<file path="src/rtl/rr_hold_arb_if.sv">
// rr_hold_arb_if: request/grant bundle between four masters and the arbiter.
//
// Signals:
//   req   [3:0] level-sensitive request vector, bit i = requester i
//   grant [3:0] registered one-hot grant, all-zero when idle
//   busy        registered, high whenever a grant bit is set
//   owner [1:0] registered index of the current (or most recent) owner
//
// Modports:
//   master : the requesting side drives req and observes the grant outputs
//   slave  : the arbiter samples req and drives grant/busy/owner
interface rr_hold_arb_if;
    logic [3:0] req;
    logic [3:0] grant;
    logic       busy;
    logic [1:0] owner;

    modport master (
        output req,
        input  grant,
        input  busy,
        input  owner
    );

    modport slave (
        input  req,
        output grant,
        output busy,
        output owner
    );
endinterface

</file>
<file path="src/rtl/rr_hold_arb.sv">
// rr_hold_arb: four-requester round-robin arbiter with burst hold.
//
// The current owner keeps its grant while its request stays high, for at most
// MAX_HOLD consecutive cycles. On release (request dropped or hold expired) the
// grant passes at the same edge to the next requester found by scanning from
// owner+1, wrapping around and including the old owner, so an expired sole
// requester is simply re-granted. All outputs are registered; there is no
// combinational path from req to grant.
//
// Parameters:
//   MAX_HOLD : maximum consecutive grant cycles per tenure, 1..2^CNT_W-1
//   CNT_W    : width of the hold counter
//
// Ports:
//   clk   : system clock, all state updates on the rising edge
//   reset : synchronous, active-high reset
//   bus   : slave side of rr_hold_arb_if (req in; grant, busy, owner out)
module rr_hold_arb #(
    parameter int unsigned MAX_HOLD = 8,
    parameter int unsigned CNT_W    = 4
) (
    input logic          clk,
    input logic          reset,
    rr_hold_arb_if.slave bus
);

    localparam logic [CNT_W-1:0] MaxHold = CNT_W'(MAX_HOLD);
    localparam logic [CNT_W-1:0] CntOne  = CNT_W'(1);

    typedef enum logic [0:0] {
        StIdle,
        StOwned
    } state_e;

    state_e           state_q, state_d;
    logic [3:0]       grant_q, grant_d;
    logic             busy_q, busy_d;
    logic [1:0]       owner_q, owner_d;
    logic [1:0]       last_q, last_d;
    logic [CNT_W-1:0] hold_cnt_q, hold_cnt_d;

    // Search start: when idle, one past the last owner; when owned, one past
    // the current owner (which becomes the new last pointer on release).
    logic [1:0] search_start;
    logic [1:0] cand;
    logic       win_found;
    logic [1:0] win_idx;
    logic       owner_req;
    logic       hold_expired;

    always_comb begin
        search_start = (state_q == StIdle) ? last_q + 2'd1 : owner_q + 2'd1;
    end

    // First set request bit at or after search_start, wrapping mod 4.
    always_comb begin
        win_found = 1'b0;
        win_idx   = search_start;
        cand      = search_start;
        for (int i = 0; i < 4; i++) begin
            cand = search_start + 2'(i);
            if (!win_found && bus.req[cand]) begin
                win_found = 1'b1;
                win_idx   = cand;
            end
        end
    end

    always_comb begin
        owner_req    = bus.req[owner_q];
        // >= rather than == keeps the release decision safe even if the
        // counter were ever somehow past the limit.
        hold_expired = (hold_cnt_q >= MaxHold);
    end

    // Next-state and registered-output logic.
    always_comb begin
        state_d    = state_q;
        grant_d    = grant_q;
        busy_d     = busy_q;
        owner_d    = owner_q;
        last_d     = last_q;
        hold_cnt_d = hold_cnt_q;

        unique case (state_q)
            StIdle: begin
                if (win_found) begin
                    state_d    = StOwned;
                    grant_d    = 4'b0001 << win_idx;
                    busy_d     = 1'b1;
                    owner_d    = win_idx;
                    hold_cnt_d = CntOne;
                end else begin
                    grant_d = 4'b0000;
                    busy_d  = 1'b0;
                end
            end

            StOwned: begin
                if (owner_req && !hold_expired) begin
                    hold_cnt_d = hold_cnt_q + CntOne;
                end else begin
                    last_d = owner_q;
                    if (win_found) begin
                        // Back-to-back handover, possibly to the same owner.
                        grant_d    = 4'b0001 << win_idx;
                        busy_d     = 1'b1;
                        owner_d    = win_idx;
                        hold_cnt_d = CntOne;
                    end else begin
                        // owner keeps its value so it still names the last owner.
                        state_d    = StIdle;
                        grant_d    = 4'b0000;
                        busy_d     = 1'b0;
                        hold_cnt_d = '0;
                    end
                end
            end

            default: begin
                state_d    = StIdle;
                grant_d    = 4'b0000;
                busy_d     = 1'b0;
                hold_cnt_d = '0;
            end
        endcase
    end

    always_ff @(posedge clk) begin
        if (reset) begin
            state_q    <= StIdle;
            grant_q    <= 4'b0000;
            busy_q     <= 1'b0;
            owner_q    <= 2'd0;
            last_q     <= 2'd3;  // requester 0 has top priority after reset
            hold_cnt_q <= '0;
        end else begin
            state_q    <= state_d;
            grant_q    <= grant_d;
            busy_q     <= busy_d;
            owner_q    <= owner_d;
            last_q     <= last_d;
            hold_cnt_q <= hold_cnt_d;
        end
    end

    assign bus.grant = grant_q;
    assign bus.busy  = busy_q;
    assign bus.owner = owner_q;

    // Structural invariants of the registered outputs.
    grant_onehot0 : assert property (@(posedge clk) disable iff (reset)
        $onehot0(grant_q));
    grant_busy_match : assert property (@(posedge clk) disable iff (reset)
        ((grant_q != 4'b0000) == busy_q));
    grant_owner_match : assert property (@(posedge clk) disable iff (reset)
        busy_q |-> grant_q[owner_q]);
    hold_bounded : assert property (@(posedge clk) disable iff (reset)
        hold_cnt_q <= MaxHold);
    busy_state_match : assert property (@(posedge clk) disable iff (reset)
        busy_q == (state_q == StOwned));

endmodule
</file>
<file path="src/flat_wrapper.sv">
// flat-port wrapper written by rule: the top's interface ports become plain ports
module rr_hold_arb_flat 
#(
    parameter int unsigned MAX_HOLD = 8,
    parameter int unsigned CNT_W    = 4
)
  (clk, reset, bus_req, bus_grant, bus_busy, bus_owner);
  rr_hold_arb_if bus_i ();
  input logic clk;
  input logic reset;
  input wire logic [$bits(bus_i.req)-1:0] bus_req;
  output wire logic [$bits(bus_i.grant)-1:0] bus_grant;
  output wire logic [$bits(bus_i.busy)-1:0] bus_busy;
  output wire logic [$bits(bus_i.owner)-1:0] bus_owner;
  assign bus_i.req = bus_req;
  assign bus_grant = bus_i.grant;
  assign bus_busy = bus_i.busy;
  assign bus_owner = bus_i.owner;
  rr_hold_arb #(.MAX_HOLD(MAX_HOLD), .CNT_W(CNT_W)) u_core (.clk(clk), .reset(reset), .bus(bus_i));
endmodule
</file>
<file path="config.mk">
export PLATFORM = sky130hd
export DESIGN_NAME = rr_hold_arb_flat
export DESIGN_NICKNAME = d
export VERILOG_FILES = /design/src/rtl/rr_hold_arb_if.sv /design/src/rtl/rr_hold_arb.sv /design/src/flat_wrapper.sv
export SDC_FILE = /design/constraint.sdc
export NUM_CORES = 1
export LEC_CHECK = 0
export BUFFER_PORTS_ARGS = -buffer_cell sky130_fd_sc_hd__buf_2
export CORE_UTILIZATION = 40
export DETAILED_ROUTE_END_ITERATION = 10
export GPL_ROUTABILITY_DRIVEN = 0
export GPL_TIMING_DRIVEN = 0
export MAX_ROUTING_LAYER = met4
export PLACE_DENSITY = 0.61
export SYNTH_ARGS = -nofsm -noshare
export SYNTH_HDL_FRONTEND = slang
export SYNTH_SLANG_ARGS = --single-unit
</file>
<file path="constraint.sdc">
create_clock -name clk -period 2.1 [get_ports clk]
set_clock_uncertainty 0.1 [all_clocks]
set_input_delay 0.525 -clock clk [delete_from_list [all_inputs] [get_ports clk]]
set_output_delay 0.525 -clock clk [all_outputs]
set_load 0.01 [all_outputs]
</file>
==> impl_results.md <==
* Status: completed
* Root buf cell: clkbuf_4
* Slew HR at 39.24%
* Die X-Extent at 45.65 µm
* Iter 0 DRT Violations at 18
* Syn Nets at 91
* Top_reg_cell synth: dfxtp_1
* Hold Crit Depth at 1
* Pre-CTS setup slack at 0.005847 ns
* Req. time, crit path at 2.20 ns
* Largest net degree at the start of global routing at 11
* Register area share after synthesis at 36.78%
* Drt wl/cell at 11.77 µm
* IO Port Bufs at 12
* Final slew viol count at 0
* # clock sinks at 14
* Clock Power Share at 27.0%
* Core area at 0.001764 mm²
* Dominant cells by area after synthesis: dfxtp_1 (37%), nor2_1 (4.9%), a21oi_1 (3.9%)
* Setup crit start kind: flop
* Worst-Margin Slew at 0.9031 ns
* Reg clk slew, reported paths at 0.09 ns
* Area of the multi-input gates at 450.4 µm²
* Setup violators final at 0
* Postcts setup bufs at 0
* Mux contribution to synthesized area at 6.568%
* Layout cells sized above 1 at 28.28%
* Mapped Area at 762.0 µm²
* Crit path time final at 1.946 ns
* DR vias at 638
* Number of global-route vias before repair at 584
* Internal power at 0.4964 mW
* Hold Buf Count CTS at 0
* Area leader, netlist: dfxtp_1
* First-pass GRT wire length at 2.456 mm
* Fillers at 186
* Number of synthesized flops with an enable pin at 0
* Max Freq at 514.0 MHz
* Most frequent cell after synthesis: dfxtp_1
* Final net count at 108
* Post-synthesis cell type count at 35
* Met1 Use GR at 22.74%
* Worst R2R Path Depth at 6
* Main combinational cell family by area after synthesis: simple AND/OR/NAND/NOR gates
* Seq cells post-synth at 14
* GRT met3 Usage at 3.571%
* Initial antenna violation count at 0
* Clk_lat worst skew at 0.28 ns
* Wirelength, routed at 1.459 mm
* CP Data Arrival Time at 2.05 ns
* Most frequent cells after synthesis: dfxtp_1 (14), nor2_1 (10), a21oi_1 (6), nand2_1 (6), nand3b_1 (4)
* Residual DRC at 0
* Gate power share at 29.2%
* HP Class: flop to flop
* Ys Warns at 0
* Cell count after synthesis at 83
* DR pass1 iterations at 4
* Net Sw Frac at 31.81%
* GR met2 Demand/Resource at 24.00%
* Die height at 45.65 µm
* Synth Area in XOR/XNOR at 1.149%
* CTS tree: built
* Power Density at 818.2 mW/mm²
* P&R area growth vs syn at 16.75%
* Final period util at 92.65%
* CTS H-tree lvls at 1
* Pleak at 0.3661 nW
* Simple-Gate Fraction of Synth Area at 24.63%
* Worst Setup Slack, final at 0.1544 ns
* Total Power at 0.7279 mW
* Compound-Gate Fraction of Synth Area at 23.48%
* Final ANT Viol Nets at 0
* Hold Vio Cnt, Final at 0
* CP Cell Sequence: mux4_2 > and3_1 > buf_6 > nor2_8 > nand2_2 > o31ai_1
* CP Capture Type: flop
* CTS Buf Count at 3
* Syn Area/Cell at 9.180 µm²
* Net switching power at 0.2315 mW
* Total track usage at 17.26%
* WP depth at 6
* Crit path max-delay family: multiplexers
* WP buf/inv at 1
* Post-Synth Adder-Cell Area at 3.284%
* Reg power frac at 43.8%
* Die ar. at 0.002083 mm²
* Top-Level Pins at 13
* Max VDD drop at 341.9 µV
* Final HPWL DP at 1.096 mm
* Antenna cell count at 0
* Max-cap violations at 0
* CP peak stage delay at 0.57 ns
* Initial core utilization at 43.19%
* GRT busiest layer: met2
* RSZ-0062 raised after global routing: no
* Register area at 280.3 µm²
* Synth top area share at 36.78%
* Crit Path Max Fanout at 7
* Setup CP Type: flop to flop
* Row count at 15
* CP max-delay cell: mux4_2
* Fraction of registers with async set/reset at 0%
* Clock buffer depth at 2
* Post-CTS Resized at 0
* GRT overflow at 0
* Number of vias per cell at 5.145
final timing paths:
path              slack (ns)                  end           startpoint
setup / recovery        0.15  u_core.bus.grant[2]  u_core.bus.owner[0]
hold / removal          0.36      u_core.bus.busy      u_core.bus.busy
setup reg to reg        0.15  u_core.bus.grant[2]  u_core.bus.owner[0]
hold reg to reg         0.36      u_core.bus.busy      u_core.bus.busy
flip-flops by register name, indices dropped and copies added, names as in the netlist:
register / cells
u_core.bus.busy: 1
u_core.bus.grant: 4
u_core.bus.owner: 2
u_core.hold_cnt_q: 4
u_core.last_q: 2
u_core.state_q: 1
layout by cell type, fill, tap and decap left out, types with 2 or more instances in the layout:
master and instances:
ha_1 2, nand2_1 6, a211oi_1 2, nand3b_1 4, mux2i_2 2, nor2b_1 3
a211o_1 2, clkbuf_4 3, nor2_1 10, inv_1 3, o21a_1 2, o21ai_0 2
o31ai_2 2, dfxtp_1 14, nand3_1 2, buf_2 13, o31ai_1 2, a21oi_1 6
worst register-to-register path: stages (launching register included):
cell,delay [ns]
dfxtp_1,0.45
mux4_2,0.57
and3_1,0.21
buf_6,0.14
nor2_8,0.11
nand2_2,0.09
o31ai_1,0.20
power by group through the flow:
stage | registers [mW] | logic, mW | clock network [mW]
3_3_place_gp | 0.324 | 0.210 | 0
6_report | 0.318 | 0.213 | 0.197
3_5_place_dp | 0.325 | 0.212 | 0
2_1_floorplan | 0.331 | 0.150 | 0
5_1_grt | 0.323 | 0.233 | 0.214
4_1_cts | 0.319 | 0.213 | 0.202
metal layers:
metal	up-vias	routed length (µm)
met5	-	0
met4	0	21
met3	4	44
met2	12	635
met1	293	758
li1	329	-
layout make-up:
type,count,share of cell area (%)
multi-input combinational,63,50.63
sequential,14,31.50
timing repair buffer,12,6.751
clock buffer,4,4.079
tap,25,3.516
buffer,3,2.250
inverter,3,1.266
logic make-up after synthesis:
group | count (synthesis)
buffers and inverters | 6
AND/OR/NAND/NOR | 33
flip-flops | 14
XOR/XNOR | 1
AO/OA/AOI/OAI | 24
adder cells (fa/ha/maj) | 2
multiplexers | 3
metrics by stage:
stage          util, %  hold slack (ns)  std cells    TNS, ns  area [µm²]
2_1_floorplan        -           0.3619         83          0       762.0
3_3_place_gp     48.37           0.3451        120  -0.001913       853.3
3_5_place_dp     48.37           0.3501        120          0       853.3
4_1_cts          50.43           0.3710        124          0       889.6
5_1_grt          50.43           0.3967        124          0       889.6
6_report         50.43           0.3650        124          0       889.6
Note: power is estimated with default switching activity, not from simulation.
